$ cat config.mk
export PLATFORM = sky130hd
export DESIGN_NAME = pipelined_approx_adder
export DESIGN_NICKNAME = d
export VERILOG_FILES = /design/src/rtl/pipelined_approx_adder.sv
export SDC_FILE = /design/constraint.sdc
export NUM_CORES = 1
export LEC_CHECK = 0
export BUFFER_PORTS_ARGS = -buffer_cell sky130_fd_sc_hd__buf_4
export CORE_MARGIN = 4
export CORE_UTILIZATION = 30
export CTS_BUF_LIST = sky130_fd_sc_hd__clkbuf_4
export DETAILED_ROUTE_END_ITERATION = 7
export SETUP_SLACK_MARGIN = 0.05
export SKIP_LAST_GASP = 1
export SLEW_MARGIN = 20
export SYNTH_ARGS = -nofsm -noshare
export SYNTH_HDL_FRONTEND = slang
export SYNTH_SLANG_ARGS = --single-unit
$ cat constraint.sdc
create_clock -name clk -period 3.6 [get_ports clk]
set_input_delay 0.18 -clock clk [delete_from_list [all_inputs] [get_ports clk]]
set_output_delay 0.18 -clock clk [all_outputs]
set_load 0.005 [all_outputs]
$ cat src/rtl/pipelined_approx_adder.sv
// Pipelined ripple-carry adder with per-transaction approximate low bits.
// An exact shadow sum travels with each result so that approximation errors can be counted.
module pipelined_approx_adder #(
    parameter int N  = 16,
    parameter int K  = 4,
    parameter int S  = 2,
    parameter int CW = 16
) (
    input  logic          clk,
    input  logic          rst_n,
    input  logic          in_valid,
    output logic          in_ready,
    input  logic [N-1:0]  a,
    input  logic [N-1:0]  b,
    input  logic          cin,
    input  logic          approx_en,
    output logic          out_valid,
    input  logic          out_ready,
    output logic [N-1:0]  sum,
    output logic          cout,
    input  logic          err_clr,
    output logic [CW-1:0] err_cnt
);

    localparam int W = N / S;

    logic w_adv;

    // Each stage consumes the low W operand bits and rotates its W result bits in at the top.
    // After S stages the a-path holds the delivered sum and the b-path holds the exact shadow sum.
    for (genvar s = 0; s < S; s++) begin : g_stg
        logic [N-1:0] w_ain;
        logic [N-1:0] w_bin;
        logic         w_cin;
        logic         w_vin;
        logic         w_apx_in;
        logic [W-1:0] w_sa;
        logic [W-1:0] w_se;
        logic         w_co;
        logic         w_maj;
        logic [N-1:0] w_na;
        logic [N-1:0] w_nb;
        logic [N-1:0] r_a;
        logic [N-1:0] r_b;
        logic         r_c;
        logic         r_vld;
        logic         r_apx;

        if (s == 0) begin : g_head
            assign w_ain    = a;
            assign w_bin    = b;
            assign w_cin    = cin;
            assign w_vin    = in_valid;
            assign w_apx_in = approx_en;
        end else begin : g_body
            assign w_ain    = g_stg[s-1].r_a;
            assign w_bin    = g_stg[s-1].r_b;
            assign w_cin    = g_stg[s-1].r_c;
            assign w_vin    = g_stg[s-1].r_vld;
            assign w_apx_in = g_stg[s-1].r_apx;
        end

        // The approximate cell keeps the exact majority carry, so one carry chain serves both sums.
        always_comb begin
            w_co  = w_cin;
            w_maj = 1'b0;
            w_sa  = '0;
            w_se  = '0;
            for (int j = 0; j < W; j++) begin
                w_maj = (w_ain[j] & w_bin[j]) | (w_ain[j] & w_co) | (w_bin[j] & w_co);
                w_se[j] = w_ain[j] ^ w_bin[j] ^ w_co;
                w_sa[j] = (w_apx_in && ((s * W + j) < K)) ? ~w_maj : w_se[j];
                w_co = w_maj;
            end
        end

        if (S == 1) begin : g_single
            assign w_na = w_sa;
            assign w_nb = w_se;
        end else begin : g_rotate
            assign w_na = {w_sa, w_ain[N-1:W]};
            assign w_nb = {w_se, w_bin[N-1:W]};
        end

        always_ff @(posedge clk or negedge rst_n) begin
            if (!rst_n) begin
                r_a   <= '0;
                r_b   <= '0;
                r_c   <= 1'b0;
                r_vld <= 1'b0;
                r_apx <= 1'b0;
            end else if (w_adv) begin
                r_a   <= w_na;
                r_b   <= w_nb;
                r_c   <= w_co;
                r_vld <= w_vin;
                r_apx <= w_apx_in;
            end
        end
    end

    assign out_valid = g_stg[S-1].r_vld;
    assign sum       = g_stg[S-1].r_a;
    assign cout      = g_stg[S-1].r_c;
    assign w_adv     = out_ready | ~out_valid;
    assign in_ready  = w_adv;

    // Shadow carry-out always equals cout, so only the sum bits can differ.
    logic w_err_hit;
    assign w_err_hit = out_valid & out_ready & g_stg[S-1].r_apx
                     & (g_stg[S-1].r_a != g_stg[S-1].r_b);

    logic [CW-1:0] r_err;

    always_ff @(posedge clk or negedge rst_n) begin
        if (!rst_n) begin
            r_err <= '0;
        end else if (err_clr) begin
            r_err <= '0;
        end else if (w_err_hit && (r_err != {CW{1'b1}})) begin
            r_err <= r_err + 1'b1;
        end
    end

    assign err_cnt = r_err;

endmodule

==> results.md, run 1 <==
* Status: finished clean
* Final antenna-violating net count at 0
* Clk buf depth at 2
* Final instance area at 4460 um^2
* Grt met2 use at 19.7%
* Max Fanout on Critical Path at 2
* Fmax at 288 MHz
* Syn nets at 338
* Clk root buf: clkbuf_4
* Die area at 13300 um^2
* Share of layout cells above drive strength 1 at 39.2%
* Clock Latency Late Sink at 0.40 ns
* Worst vdd ir at 0.236 mV
* Global-route wire length before repair at 12100 um
* Drt first pass iters at 3
* Number of synthesized flops with an enable pin at 0
* Overall Power at 2.23 mW
* Main synth FF type: dfrtp_1
* Total CTS buffers at 9
* Vias post-DR at 2299
* Dpl hpwl at 5170 um
* # rows at 38
* Gr busiest metal: met2
* Clock skew at 0.0211 ns
* Headroom to the max-slew limit at 39.7%
* Post-CTS Setup Inserts at 0
* PortBufs at 73
* Buf+Inv Stages, Crit Path at 3
* Vias per cell at 4.53
* YS warnings at 0
* Total of max-cap violations at 0
* Int Pwr at 1.61 mW
* Drt initial violations at 100
* Critical path startpoint category: flip-flop
* Unrepaired setup endpoints after global routing: true
* Final core occ at 40.3%
* Post-synth cell types at 36
* Critical path, cell by cell: inv_2, fa_1, inv_1, fa_2, fa_2, fa_2, fa_2, fa_2, fa_1, inv_1, fa_1, a21oi_2
* M3 GR Usage at 4.02%
* Io pins at 74
* Final Hold Violating Endpoints at 0
* Worst-margin pin slew at 0.900 ns
* Vias in the first global route at 2537
* Logic gate share of total power at 24.6%
* Area delta synth->final at 28.8%
* Sequential cell area fraction in the yosys report at 50.6%
* Drt total wl at 7130 um
* Initial antenna violation count at 0
* Area of the core at 11100 um^2
* Final min period at 3.47 ns
* Setup Crit Path Kind: reg2reg
* Commonest non-fill, non-tap cell in the layout: buf_4
* Critical Path RT at 3.94 ns
* Congestion Overflow GR at 0
* Worst-path clk slew at 0.13 ns
* Static leakage at 2.02 nW
* Critical path arrival at 3.81 ns
* Yosys reg bits at 70
* Register share of total power at 46.6%
* Residual DRC at 0
* Fin crit share at 96.4%
* Clk sink count at 70
* Worst Hold Class: in2reg
* Post-Synthesis Cells at 282
* Placed Area at 4070 um^2
* Placer Congestion at 0.770
* Mapped Avg Cell Area at 12.3 um^2
* Switching share of power at 27.8%
* Max-slew violations at 0
* Routed WL per cell at 14.0 um
* Nets at 418
* H-Tree Depth at 3
* CTS tree: yes
* P_sw at 0.621 mW
* DIE HEIGHT at 115 um
* Met1 Use GR at 13.8%
* Pwr per Cell Area at 501 nW/um^2
* Tot GR Track Use at 11.5%
* Clock network power share at 28.8%
* Async SR Flop Fraction at 100%
* Most used cell, CP: fa_2
* Post-Syn Area at 3460 um^2
* Largest delay share family, worst path: adder cells
* Setup violators final at 0
* Largest net degree at the start of global routing at 71
* Most frequent cells in the layout: buf_4 (74), dfrtp_1 (70), mux2_2 (40)
* Die span in x at 115 um
* Nature of the critical path endpoint: flip-flop
* Slowest CP cell: fa_1
* Initial core utilization at 31.3%
* Max stage delay on crit path at 0.42 ns
-- what timing repair did --
action / CTS / global route
endpoints found under the hold margin: 87 / 0
pin swaps: 1 / 0
hold buffers: 18 / 0
endpoints found under the setup margin: 1 / 1
gates resized for setup: 5 / 3
-- power by group through the flow --
| stage | Clock [mW] | Combinational, mW | Sequential (mW) |
|---|---|---|---|
| floorplan | 0 | 0.381 | 1.03 |
| global placement | 0 | 0.527 | 1.05 |
| CTS | 0.669 | 0.562 | 1.04 |
| global route | 0.706 | 0.614 | 1.06 |
| finish | 0.643 | 0.549 | 1.04 |
| detailed placement | 0 | 0.540 | 1.06 |
-- metal layers --
metal / wire length (um) / part of all wire (%)
met1: 3070 / 43
met2: 3590 / 50
met3: 404 / 5.7
met4: 65 / 0.91
met5: 0 / 0
-- per-stage QoR --
step                cells  worst slack (ns)  TNS (ns)  hold WS [ns]
finish                508             0.130         0         0.102
global route          507            0.0136         0        0.0652
CTS                   507            0.0618         0        0.0721
detailed placement    473            -0.120    -0.208         0.376
global placement      472          -0.00721   -0.0122         0.365
floorplan             282            0.0848         0        -0.116
-- registers in the layout (all words and copies together), names as in the netlist --
register	flops
err_cnt	16
g_stg.r_a	16
g_stg.r_b	16
sum	16
g_stg.r_apx	2
cout	1
g_stg.r_c	1
g_stg.r_vld	1
out_valid	1
-- kinds of logic after synthesis --
family	count (synthesis)	synth area share, %
buf+inv	43	6.18
simple gates	70	11.3
flops	70	50.6
mux	47	15.1
fa+ha+maj	17	9.61
compound gates	24	4.41
xor+xnor	11	2.78
-- worst paths after layout --
path,from,to,slack [ns],cells past startpoint
worst max-delay path,g_stg[0].r_a[0]$_DFFE_PN0P_,sum[15]$_DFFE_PN0P_,0.13,12
worst min-delay path,approx_en,g_stg[0].r_apx$_DFFE_PN0P_,0.10,2
worst max register to register,g_stg[0].r_a[0]$_DFFE_PN0P_,sum[15]$_DFFE_PN0P_,0.13,12
worst min register to register,g_stg[0].r_vld$_DFFE_PN0P_,out_valid$_DFFE_PN0P_,0.48,1
max in group asynchronous,rst_n,sum[9]$_DFFE_PN0P_,2.56,2
min in group asynchronous,rst_n,g_stg[1].r_b[2]$_DFFE_PN0P_,0.44,2
-- area by class of cell --
type,count,area (um^2)
antenna,1,2.50
clock buffer,9,67.6
clock inverter,7,120
fill,1063,6620
inverter,19,71.3
multi-input combinational,169,1520
sequential,70,1750
tap,140,175
timing repair buffer,93,756
-- synth_stat cells (2+ instances only) --
library cell,instances,area share (%)
nand3_1,5,0.72
mux2_2,40,13
and2_1,3,0.54
fa_1,16,9.3
inv_1,19,2.1
o21ai_0,4,0.58
and3_1,6,1.1
nor2b_1,3,0.54
a31o_1,3,0.76
nor2_1,26,2.8
nand2b_1,4,0.72
mux2_1,3,0.98
xor2_1,4,1.0
mux2i_1,4,1.2
buf_4,12,2.6
nand2_1,6,0.65
nor4_4,2,1.2
dfrtp_1,70,51
a21oi_1,12,1.7
buf_1,2,0.22
nor4_1,4,0.72
clkbuf_1,9,0.98
nand4_1,6,1.1
xnor2_1,7,1.8
Power figures use the tool's default switching activity.
==> run 2: changes to the inputs <==
--- a/config.mk
+++ b/config.mk
@@ -7,9 +7,10 @@
 export LEC_CHECK = 0
 export BUFFER_PORTS_ARGS = -buffer_cell sky130_fd_sc_hd__buf_4
 export CORE_MARGIN = 4
-export CORE_UTILIZATION = 30
+export CORE_UTILIZATION = 50
 export CTS_BUF_LIST = sky130_fd_sc_hd__clkbuf_4
 export DETAILED_ROUTE_END_ITERATION = 7
+export PLACE_DENSITY = 0.77
 export SETUP_SLACK_MARGIN = 0.05
 export SKIP_LAST_GASP = 1
 export SLEW_MARGIN = 20
==> results.md, run 2 (same netlist as run 1, synthesis figures left out) <==
* Status: finished clean
* Global-route wire length before repair at 11300 um (-6.5%)
* Final min period at 3.43 ns (-0.0365 ns)
* Static leakage at 2.01 nW (-0.73%)
* R2R Path Start: g_stg[0].r_c$_DFFE_PN0P_
* Drt total wl at 6660 um (-6.7%)
* Fmax at 291 MHz (+1.1%)
* TNS Setup at 0 ns (unchanged)
* Routed WL per cell at 14.9 um (+6.1%)
* WHS at 0.108 ns (+0.00650 ns)
* Non-Filler Instances at 447 (-12%)
* DP Cell Count at 412 (-13%)
* Clk root buf: clkbuf_4
* Clk sink count at 70 (unchanged)
* Int Pwr at 1.60 mW (-0.48%)
* Max Fanout on Critical Path at 2 (unchanged)
* Vias in the first global route at 2437 (-3.9%)
* Headroom to the max-slew limit at 36.3% (-3.4 points)
* Congestion Overflow GR at 0 (unchanged)
* Setup Crit Path Kind: reg2reg
* Vias per cell at 5.19 (+15%)
* Clock Latency Late Sink at 0.39 ns (about the same)
* Worst vdd ir at 0.265 mV (+13%)
* Critical path arrival at 3.75 ns (-0.06 ns)
* Unrepaired setup endpoints after global routing: false
* R2R setup slack at 0.17 ns (+0.04 ns)
* Critical Path RT at 3.92 ns (-0.02 ns)
* Clk buf depth at 2 (unchanged)
* Area of the core at 6760 um^2 (-39%)
* Worst-margin pin slew at 0.950 ns (+0.0502 ns)
* Total of max-cap violations at 0 (unchanged)
* Commonest non-fill, non-tap cell in the layout: buf_4
* Vias post-DR at 2320 (+0.91%)
* PortBufs at 73 (unchanged)
* Logic gate share of total power at 24.9% (+0.3 points)
* P_sw at 0.595 mW (-4.1%)
* Setup violators final at 0 (unchanged)
* Hold Path Stages at 2 (unchanged)
* DIE HEIGHT at 91.2 um (-21%)
* Clock network power share at 28.0% (-0.8 points)
* Placer Congestion at 0.787 (+2.2%)
* Die area at 8320 um^2 (-38%)
* Clock skew at 0.0166 ns (-0.00457 ns)
* Overall Power at 2.20 mW (-1.5%)
* Final antenna-violating net count at 0 (unchanged)
* Register share of total power at 47.1% (+0.5 points)
* Dpl hpwl at 4580 um (-11%)
* Drt first pass iters at 4 (+1)
* Share of layout cells above drive strength 1 at 38.4% (-0.82 points)
* Nature of the critical path endpoint: flip-flop
* Worst hold endpoint: g_stg[0].r_apx$_DFFE_PN0P_
* Residual DRC at 0 (unchanged)
* Max-slew violations at 0 (unchanged)
* Nets at 418 (unchanged)
* # rows at 30 (-21%)
* Worst Hold Class: in2reg
* CTS tree: yes
* Tot GR Track Use at 16.9% (+5.4 points)
* R2R Path End: sum[15]$_DFFE_PN0P_
* Hold Startpoint: approx_en
* Largest net degree at the start of global routing at 71 (unchanged)
* Filler cells at 536 (-50%)
* Antenna cells at 0 (-1)
* Pwr per Cell Area at 505 nW/um^2 (+0.81%)
* H-Tree Depth at 3 (unchanged)
* Final Hold Violating Endpoints at 0 (unchanged)
* Most frequent cells in the layout: buf_4 (75), dfrtp_1 (70), mux2_2 (40)
* Drt initial violations at 69 (-31%)
* Reg2Reg Depth at 12 (unchanged)
* Initial antenna violation count at 0 (unchanged)
* Io pins at 74 (unchanged)
* Worst-path clk slew at 0.12 ns (about the same)
* Total CTS buffers at 9 (unchanged)
* Area delta synth->final at 25.9%
* Fin crit share at 95.4% (-1.0 points)
* Die span in x at 91.2 um (-21%)
* Initial core utilization at 51.2% (+20 points)
* Critical path startpoint category: flip-flop
* Switching share of power at 27.1% (-0.73 points)
-- run 2: critical path: stages, from the launching register on --
cell     delay [ns]
dfrtp_1        0.40
inv_1          0.08
fa_1           0.17
inv_1          0.05
fa_2           0.33
fa_2           0.34
fa_2           0.34
fa_2           0.35
fa_2           0.35
fa_1           0.36
inv_1          0.07
fa_1           0.40
a21oi_1        0.13
-- run 2: repair_timing --
item,4_1_cts,5_1_grt
pin swaps,0,0
hold endpoints to repair,85,2
resized for setup,6,1
setup endpoints to repair,1,1
hold buffers,16,2
setup buffers,1,0
-- run 2: worst max path at each step --
| stage | end | from | cells after the start | slack [ns] |
|---|---|---|---|---|
| detailed placement | sum[15]$_DFFE_PN0P_ | g_stg[0].r_a[0]$_DFFE_PN0P_ | 12 | -0.14 |
| floorplan | sum[15]$_DFFE_PN0P_ | g_stg[0].r_a[0]$_DFFE_PN0P_ | 12 | 0.08 |
| finish | sum[15]$_DFFE_PN0P_ | g_stg[0].r_c$_DFFE_PN0P_ | 12 | 0.17 |
| global placement | g_stg[0].r_a[15]$_DFFE_PN0P_ | a[0] | 13 | -0.01 |
| CTS | sum[15]$_DFFE_PN0P_ | g_stg[0].r_a[0]$_DFFE_PN0P_ | 12 | 0.09 |
| global route | sum[15]$_DFFE_PN0P_ | g_stg[0].r_a[0]$_DFFE_PN0P_ | 12 | 0.08 |
-- run 2: final cells by class --
cell class,instances,area (um^2),share of cell area (%)
inverters,19,71.3,1.64
clock inverters,7,113,2.58
clock buffers,9,67.6,1.55
multi-input cells,169,1510,34.7
well taps,80,100,2.30
repair buffers,93,743,17.1
flip-flops and latches,70,1750,40.2
-- run 2: power by group through the flow --
stage          sequential, mW  combinational (mW)  clock, mW
2_1_floorplan            1.03               0.381          0
3_3_place_gp             1.04               0.518          0
3_5_place_dp             1.05               0.535          0
4_1_cts                  1.04               0.557      0.637
5_1_grt                  1.06               0.607      0.673
6_report                 1.04               0.549      0.615
-- run 2: routing by layer --
layer	part of all wire (%)	vias to the layer above	GRT usage [%]
met5	0	-	0
met4	0.65	0	5.65
met3	6.5	4	5.30
met2	51	70	27.5
met1	42	1143	21.5
li1	-	1103	-
-- run 2: through the flow --
step	worst slack, ns	area, um^2	util [%]
floorplan	0.0848	3460	-
global placement	-0.0127	3980	58.9
detailed placement	-0.138	3980	58.9
CTS	0.0857	4340	64.2
global route	0.0753	4360	64.5
finish	0.167	4360	64.5
